[config.mk]
export PLATFORM = sky130hd
export DESIGN_NAME = lshifter_seq
export DESIGN_NICKNAME = d
export VERILOG_FILES = /design/src/rtl/lshifter_seq.sv
export SDC_FILE = /design/constraint.sdc
export NUM_CORES = 1
export LEC_CHECK = 0
export CELL_PAD_IN_SITES_DETAIL_PLACEMENT = 1
export CELL_PAD_IN_SITES_GLOBAL_PLACEMENT = 1
export CORE_MARGIN = 5
export CORE_UTILIZATION = 37
export CTS_BUF_LIST = sky130_fd_sc_hd__clkbuf_4 sky130_fd_sc_hd__clkbuf_8
export DETAILED_ROUTE_END_ITERATION = 6
export GPL_TIMING_DRIVEN = 0
export PLACE_DENSITY = 0.86
export SLEW_MARGIN = 20
export SYNTH_ARGS = -nofsm -noshare
export SYNTH_HDL_FRONTEND = slang
export SYNTH_SLANG_ARGS = --single-unit
[constraint.sdc]
create_clock -name clk -period 2.6 [get_ports clk]
set_clock_uncertainty 0.15 [all_clocks]
set_input_delay 0.52 -clock clk [delete_from_list [all_inputs] [get_ports clk]]
set_output_delay 0.52 -clock clk [all_outputs]
set_load 0.01 [all_outputs]
[src/rtl/lshifter_seq.sv]
// Sequential left shifter / normalizer: one power-of-two stage per clock, largest stage first,
// with valid/ready handshakes on input and output.
module lshifter_seq #(
    parameter int n = 8,
    parameter int s = 3
) (
    input  logic         clk,
    input  logic         reset,
    input  logic         in_valid,
    output logic         in_ready,
    input  logic [n-1:0] in,
    input  logic [s-1:0] sel,
    input  logic         norm,
    output logic         out_valid,
    input  logic         out_ready,
    output logic [n-1:0] out,
    output logic [s-1:0] shamt,
    output logic         overflow,
    output logic         zero
);

    localparam int K_W = (s > 1) ? $clog2(s) : 1;

    localparam logic [1:0] IDLE  = 2'd0;
    localparam logic [1:0] SHIFT = 2'd1;
    localparam logic [1:0] DONE  = 2'd2;

    logic [1:0]     state_q, state_d;
    logic [n-1:0]   data_q, data_d;
    logic [s-1:0]   amt_q, amt_d;
    logic           ovf_q, ovf_d;
    logic           mode_q, mode_d;
    logic [s-1:0]   sel_q, sel_d;
    logic [K_W-1:0] k_q, k_d;

    logic [s-1:0]   step;
    logic [n-1:0]   hi_mask;
    logic           top_nz;
    logic           do_shift;

    always_comb begin
        state_d = state_q;
        data_d  = data_q;
        amt_d   = amt_q;
        ovf_d   = ovf_q;
        mode_d  = mode_q;
        sel_d   = sel_q;
        k_d     = k_q;

        // Stage k shifts by 2**k; hi_mask covers the 2**k MSBs that would leave the word.
        step       = '0;
        step[k_q]  = 1'b1;
        hi_mask    = ~({n{1'b1}} >> step);
        top_nz     = |(data_q & hi_mask);
        do_shift   = mode_q ? ~top_nz : sel_q[k_q];

        case (state_q)
            IDLE: begin
                if (in_valid) begin
                    data_d  = in;
                    sel_d   = sel;
                    mode_d  = norm;
                    amt_d   = '0;
                    ovf_d   = 1'b0;
                    k_d     = K_W'(s - 1);
                    state_d = SHIFT;
                end
            end
            SHIFT: begin
                if (do_shift) begin
                    data_d     = data_q << step;
                    amt_d[k_q] = 1'b1;
                    ovf_d      = ovf_q | top_nz;
                end
                if (k_q == '0) begin
                    state_d = DONE;
                end else begin
                    k_d = k_q - K_W'(1);
                end
            end
            DONE: begin
                if (out_ready) begin
                    state_d = IDLE;
                end
            end
            default: state_d = IDLE;
        endcase
    end

    always_ff @(posedge clk) begin
        if (reset) begin
            state_q <= IDLE;
            data_q  <= '0;
            amt_q   <= '0;
            ovf_q   <= 1'b0;
            mode_q  <= 1'b0;
            sel_q   <= '0;
            k_q     <= K_W'(s - 1);
        end else begin
            state_q <= state_d;
            data_q  <= data_d;
            amt_q   <= amt_d;
            ovf_q   <= ovf_d;
            mode_q  <= mode_d;
            sel_q   <= sel_d;
            k_q     <= k_d;
        end
    end

    assign in_ready  = (state_q == IDLE);
    assign out_valid = (state_q == DONE);
    assign out       = data_q;
    assign shamt     = amt_q;
    assign overflow  = ovf_q;
    // zero is only meaningful with a result on the output
    assign zero      = out_valid && (data_q == '0);

endmodule

==> impl_metrics.env, run 1 <==
export IMPL_synth_edf_count=0
export IMPL_finalSetupTns_ps=0
export IMPL_via_count=1272
export IMPL_drtPass1Iterations=4
export IMPL_synth_cell_type_count=44
export IMPL_cts_buffers=3
export IMPL_clock_latency_ps=300
export IMPL_h_tree_depth=1
export IMPL_synthArstFlopShare_pct=0
export IMPL_synth_seq_cells=20
export IMPL_whs_ps=369
export IMPL_synth_nets=169
export IMPL_timing_fmax_mhz=405
export IMPL_die_h_um=68.6
export IMPL_cellLeakagePower_uw=0.000619
export IMPL_grt_use_total_pct=19.2
export IMPL_avgSynthCellArea_um2=8.58
export IMPL_whs_path_depth=2
export IMPL_cts_resized_gates=0
export IMPL_hp_start="sel_q[0]"
export IMPL_grt_pass1_vias=1317
export IMPL_post_route_util_pct=50.4
export IMPL_portBuffers=30
export IMPL_gr_total_overflow=0
export IMPL_synthesis_area_um2=1270
export IMPL_slew_violations=0
export IMPL_netlist_instances=148
export IMPL_die_x_um=68.6
export IMPL_ff2ff_setup_slack_ps=170
export IMPL_ys_warn_count=0
export IMPL_worstPathCellList="nor4_1 > and3_1 > clkdlybuf4s50_1"
export IMPL_ant_nets=0
export IMPL_drc_errors=0
export IMPL_drt_iter0_markers=67
export IMPL_start_util_pct=38.1
export IMPL_crit_buf_inv=1
export IMPL_crit_path_start="out[3]"
export IMPL_required_ps=1930
export IMPL_cp_top_family="simple AND/OR/NAND/NOR gates"
export IMPL_cp_slowest_stage_delay_ps=530
export IMPL_rsz0062_at_grt="false"
export IMPL_hold_buffers=0
export IMPL_crit_slowest_cell="clkdlybuf4s50_1"
export IMPL_worstPathMaxFanout=7
export IMPL_cts_setup_buffers=0
export IMPL_layout_nets=204
export IMPL_synth_most_common_cell="dfxtp_1"
export IMPL_critPathKind="reg -> out"
export IMPL_worst_pin_slew_ps=541
export IMPL_max_cap_viol_count=0
export IMPL_area_growth_pct=32.3
export IMPL_synth_top_cell_area_share_pct=31.5
export IMPL_reg2reg_depth=7
export IMPL_synth_top_area_cell="dfxtp_1"
export IMPL_period_share_pct=95.0
export IMPL_grt_pass1_wl_um=6640
export IMPL_min_to="sel_q[0]"
export IMPL_end_kind="output pin"
export IMPL_maxSlewHeadroom_pct=63.6
export IMPL_fp_row_count=21
export IMPL_cp_data_arrival_time_ps=1800
export IMPL_gp_congestion=0.891
export IMPL_die_area_um2=4700
export IMPL_numClockSinks=20
export IMPL_ios=31
export IMPL_routed_wirelength_um=3960
export IMPL_core_area_um2=3340
export IMPL_clkSlewWorstSetupHoldPaths_ps=110
export IMPL_hold_path_class="reg -> reg"
export IMPL_synthTopCellsByCount="dfxtp_1 (20), mux2i_1 (11), nor2_1 (11), nor3_1 (10), a21oi_1 (9)"
export IMPL_drive_gt1_share_pct=10.4
export IMPL_clockBufferDepth=2
export IMPL_vdd_drop_max_v=0.000280
export IMPL_fin_crit_ps=2470
export IMPL_ys_flop_type="dfxtp_1"
export IMPL_r2r_start="k_q[1]"
export IMPL_outcome="complete, no violations"
export IMPL_diodes=0
export IMPL_final_hold_violation_count=0
export IMPL_wl_per_cell_um=17.4
export IMPL_yosysSeqAreaShare_pct=31.5
export IMPL_power_density_nw_per_um2=565
export IMPL_grt_start_max_net_pins=13
export IMPL_clockRootBuffer="clkbuf_4"
export IMPL_cp_start_kind="flop"
export IMPL_ys_top_cells_by_area="dfxtp_1 (32%), mux2i_1 (8.7%), ha_1 (4.9%), nor3_1 (3.9%), a21oi_1 (3.5%)"
export IMPL_rr_endpoint="out[5]"
export IMPL_dp_hpwl_um=3010
export IMPL_viasPerCell=5.58
export IMPL_cts_tree="yes"
export IMPL_antenna_found_initial=0
export IMPL_finalSetupViolCount=0
## per-stage QoR
stage | setup slack, ps | instance area, um^2 | power (uW) | std cells
after floorplan | 455 | 1270 | 570 | 148
after global placement | 69.0 | 1630 | 685 | 224
after detailed placement | 39.8 | 1630 | 698 | 224
after CTS | 130 | 1680 | 958 | 228
after global routing | 16.0 | 1680 | 1000 | 228
final | 130 | 1680 | 949 | 228
## area by class of cell
class | instances | area, um^2
Fill cell | 409 | 1660
Multi-Input combinational cell | 114 | 815
Sequential cell | 20 | 400
Timing Repair Buffer | 30 | 300
Tap cell | 46 | 57.6
Buffer | 8 | 32.5
Clock inverter | 1 | 30.0
Clock buffer | 3 | 22.5
Inverter | 6 | 22.5
## worst min-delay path, stage by stage, from the launching register on
cell	delay [ps]
dfxtp_1	340
mux2i_1	70
nor2_1	80
## worst max-delay path by stage
| stage | cells after the start | slack, ps | endpoint |
|---|---|---|---|
| floorplan | 7 | 460 | out[5] |
| CTS | 3 | 130 | zero |
| finish | 3 | 130 | zero |
| global route | 7 | 20 | out[5] |
| global placement | 6 | 70 | out[5] |
| detailed placement | 6 | 40 | out[5] |
## logic make-up after synthesis
kind of cell    Yosys count  synth area share, %
flops                    20                 31.5
fa+ha+maj                 5                 4.93
simple gates             55                 24.4
compound gates           39                 22.6
mux                      15                 12.2
buf+inv                  14                 4.33
## report_power, final
group	switching [uW]	total (uW)	internal, uW	leakage [uW]
clock	97.0	253	156	0.0000279
sequential	43.0	377	334	0.000164
combinational	167	319	152	0.000428
## sequential cells by signal (all words and copies together) (netlist names)
register and cells:
state_q 2, sel_q 3, shamt 3, mode_q 1
overflow 1, k_q 2, out 8
## layer usage
metal | global-route usage, % | vias up | wire [um]
li1 | - | 613 | -
met1 | 23.8 | 618 | 1800
met2 | 31.9 | 33 | 1900
met3 | 3.08 | 8 | 156
met4 | 9.18 | 0 | 113
met5 | 0 | - | 0
## cells in the final DEF (no fill, tap or decap), drive strengths merged, types with 2 or more instances in the layout
| master | instances |
|---|---|
| mux2 | 4 |
| o21ba | 2 |
| o21ai | 6 |
| nor4 | 3 |
| a22oi | 2 |
| nor2b | 4 |
| ha | 5 |
| nand2b | 8 |
| or2 | 2 |
| buf | 2 |
| o221ai | 2 |
| clkbuf | 9 |
| a21oi | 9 |
| nand2 | 7 |
| dfxtp | 20 |
| nor2 | 12 |
| a31oi | 5 |
| inv | 6 |
| nor3 | 11 |
| o21bai | 2 |
| clkdlybuf4s50 | 30 |
| mux2i | 11 |
Note: power is estimated with default switching activity, not from simulation.
==> run 2: changes to the inputs <==
--- a/config.mk
+++ b/config.mk
@@ -5,6 +5,7 @@
 export SDC_FILE = /design/constraint.sdc
 export NUM_CORES = 1
 export LEC_CHECK = 0
+export CAP_MARGIN = 20
 export CELL_PAD_IN_SITES_DETAIL_PLACEMENT = 1
 export CELL_PAD_IN_SITES_GLOBAL_PLACEMENT = 1
 export CORE_MARGIN = 5
@@ -12,7 +13,7 @@
 export CTS_BUF_LIST = sky130_fd_sc_hd__clkbuf_4 sky130_fd_sc_hd__clkbuf_8
 export DETAILED_ROUTE_END_ITERATION = 6
 export GPL_TIMING_DRIVEN = 0
-export PLACE_DENSITY = 0.86
+export PLACE_DENSITY_LB_ADDON = 0.25
 export SLEW_MARGIN = 20
 export SYNTH_ARGS = -nofsm -noshare
 export SYNTH_HDL_FRONTEND = slang
==> run 2 against run 1 <==
Worst setup slack improved by 26 ps. Clock-buffer cell count unchanged. Worst hold slack improved by 5.6 ps. Final area rose by 0.45%. Critical endpoint unchanged. Largest cell class unchanged.
==> impl_metrics.env, run 2 (same netlist as run 1, synthesis figures left out) <==
export IMPL_grt_use_total_pct=18.9
export IMPL_required_ps=1930
export IMPL_diodes=0
export IMPL_wl_per_cell_um=17.5
export IMPL_dp_hpwl_um=3000
export IMPL_numClockSinks=20
export IMPL_area_growth_pct=32.9
export IMPL_p_clk_share_pct=27.1
export IMPL_period_share_pct=94.0
export IMPL_gr_total_overflow=0
export IMPL_sequentialPowerShare_pct=39.6
export IMPL_cp_start_kind="flop"
export IMPL_finalSetupViolCount=0
export IMPL_rr_endpoint="out[5]"
export IMPL_timing_fmax_mhz=409
export IMPL_cts_tree="yes"
export IMPL_drc_errors=0
export IMPL_maxSlewHeadroom_pct=64.4
export IMPL_layout_commonest_cell="clkdlybuf4s50_1"
export IMPL_hp_start="sel_q[1]"
export IMPL_antenna_found_initial=0
export IMPL_core_area_um2=3340
export IMPL_whs_path_depth=2
export IMPL_place_inst=224
export IMPL_gp_congestion=0.793
export IMPL_cp_data_arrival_time_ps=1770
export IMPL_dp_slack_ps=26.9
export IMPL_grt_start_max_net_pins=13
export IMPL_worst_pin_slew_ps=534
export IMPL_ant_nets=0
export IMPL_power_density_nw_per_um2=568
export IMPL_use_met3_pct=3.89
export IMPL_swShare_pct=32.8
export IMPL_grt_met1_usage_pct=24.8
export IMPL_finalSetupTns_ps=0
export IMPL_reg2reg_depth=7
export IMPL_grt_pass1_vias=1323
export IMPL_worstPathMaxFanout=6
export IMPL_stdcell_count=228
export IMPL_setup_ws_ps=155
export IMPL_outcome="complete, no violations"
export IMPL_clockBufferDepth=2
export IMPL_ios=31
export IMPL_hold_buffers=0
export IMPL_p_sw_uw=315
export IMPL_vdd_drop_max_v=0.000313
export IMPL_slew_violations=0
export IMPL_clockRootBuffer="clkbuf_4"
export IMPL_drt_iter0_markers=78
export IMPL_hold_path_class="reg -> reg"
export IMPL_fin_crit_ps=2440
export IMPL_rsz0062_at_grt="false"
export IMPL_via_count=1272
export IMPL_busiest_layer="met2"
export IMPL_min_to="sel_q[1]"
export IMPL_routed_wirelength_um=3990
export IMPL_clkSlewWorstSetupHoldPaths_ps=110
export IMPL_layout_nets=204
export IMPL_met2_usage_pct=31.6
export IMPL_die_h_um=68.6
export IMPL_cts_resized_gates=0
export IMPL_grt_pass1_wl_um=6620
export IMPL_layout_common_cells="clkdlybuf4s50_1 (30), dfxtp_1 (19), nor2_1 (11), mux2i_1 (11), nor3_1 (10)"
export IMPL_h_tree_depth=1
export IMPL_final_hold_violation_count=0
export IMPL_die_x_um=68.6
export IMPL_cts_setup_buffers=0
export IMPL_start_util_pct=38.1
export IMPL_total_power_uw=960
export IMPL_cellLeakagePower_uw=0.000620
export IMPL_largest_register_ffs=8
export IMPL_pwr_share_comb_pct=33.3
export IMPL_intPower_uw=645
export IMPL_cts_buffers=3
export IMPL_fp_row_count=21
export IMPL_ff2ff_setup_slack_ps=200
export IMPL_drive_gt1_share_pct=11.5
export IMPL_drtPass1Iterations=4
export IMPL_clock_latency_ps=320
export IMPL_die_area_um2=4700
export IMPL_portBuffers=30
export IMPL_max_cap_viol_count=0
export IMPL_viasPerCell=5.58
export IMPL_end_kind="output pin"
export IMPL_r2r_start="k_q[0]"
export IMPL_critPathKind="reg -> out"
## run 2: power groups by stage
stage	registers, uW	clock network [uW]	logic [uW]
6_report	380	260	319
4_1_cts	378	264	316
2_1_floorplan	378	0	193
3_3_place_gp	382	0	304
3_5_place_dp	385	0	314
5_1_grt	386	278	350
## run 2: layout make-up
| type | count | area [um^2] |
|---|---|---|
| buffer | 8 | 32.5 |
| clock buffer | 3 | 22.5 |
| clock inverter | 1 | 30.0 |
| fill | 425 | 1650 |
| inverter | 6 | 22.5 |
| multi-input combinational | 114 | 821 |
| sequential | 20 | 402 |
| tap | 46 | 57.6 |
| timing repair buffer | 30 | 300 |
## run 2: per-stage QoR
step	area (um^2)	util, %	hold slack, ps
2_1_floorplan	1270	-	310
4_1_cts	1680	50.4	375
3_3_place_gp	1630	48.8	328
3_5_place_dp	1630	48.8	348
5_1_grt	1690	50.6	426
6_report	1690	50.6	375
## run 2: worst max path at each step
stage                          start  endpoint  slack, ps  cells past startpoint
final                         out[1]      zero        160                      3
after detailed placement    in_valid    out[5]         30                      6
after global placement      in_valid    out[5]         80                      6
after CTS                     out[1]      zero        100                      3
after floorplan               k_q[1]    out[5]        460                      7
after global routing      state_q[1]      zero          4                      3
## run 2: critical path: stages, from the launching register on
cell and delay (ps):
dfxtp_1 400, nor4_2 340, and3_1 200, clkdlybuf4s50_1 530
## run 2: metal layers
| metal | share of wire [%] | vias to the layer above |
|---|---|---|
| met1 | 45 | 630 |
| met2 | 49 | 28 |
| met3 | 4.4 | 5 |
| met4 | 1.1 | 0 |
| li1 | - | 609 |
| met5 | 0 | - |
==> run 3: changes to the inputs <==
--- a/config.mk
+++ b/config.mk
@@ -14,7 +14,7 @@
 export DETAILED_ROUTE_END_ITERATION = 6
 export GPL_TIMING_DRIVEN = 0
 export PLACE_DENSITY_LB_ADDON = 0.25
-export SLEW_MARGIN = 20
 export SYNTH_ARGS = -nofsm -noshare
 export SYNTH_HDL_FRONTEND = slang
 export SYNTH_SLANG_ARGS = --single-unit
+export TNS_END_PERCENT = 100
==> results of run 3 <==
The final DEF is identical to that of run 2; final timing and power are the same.
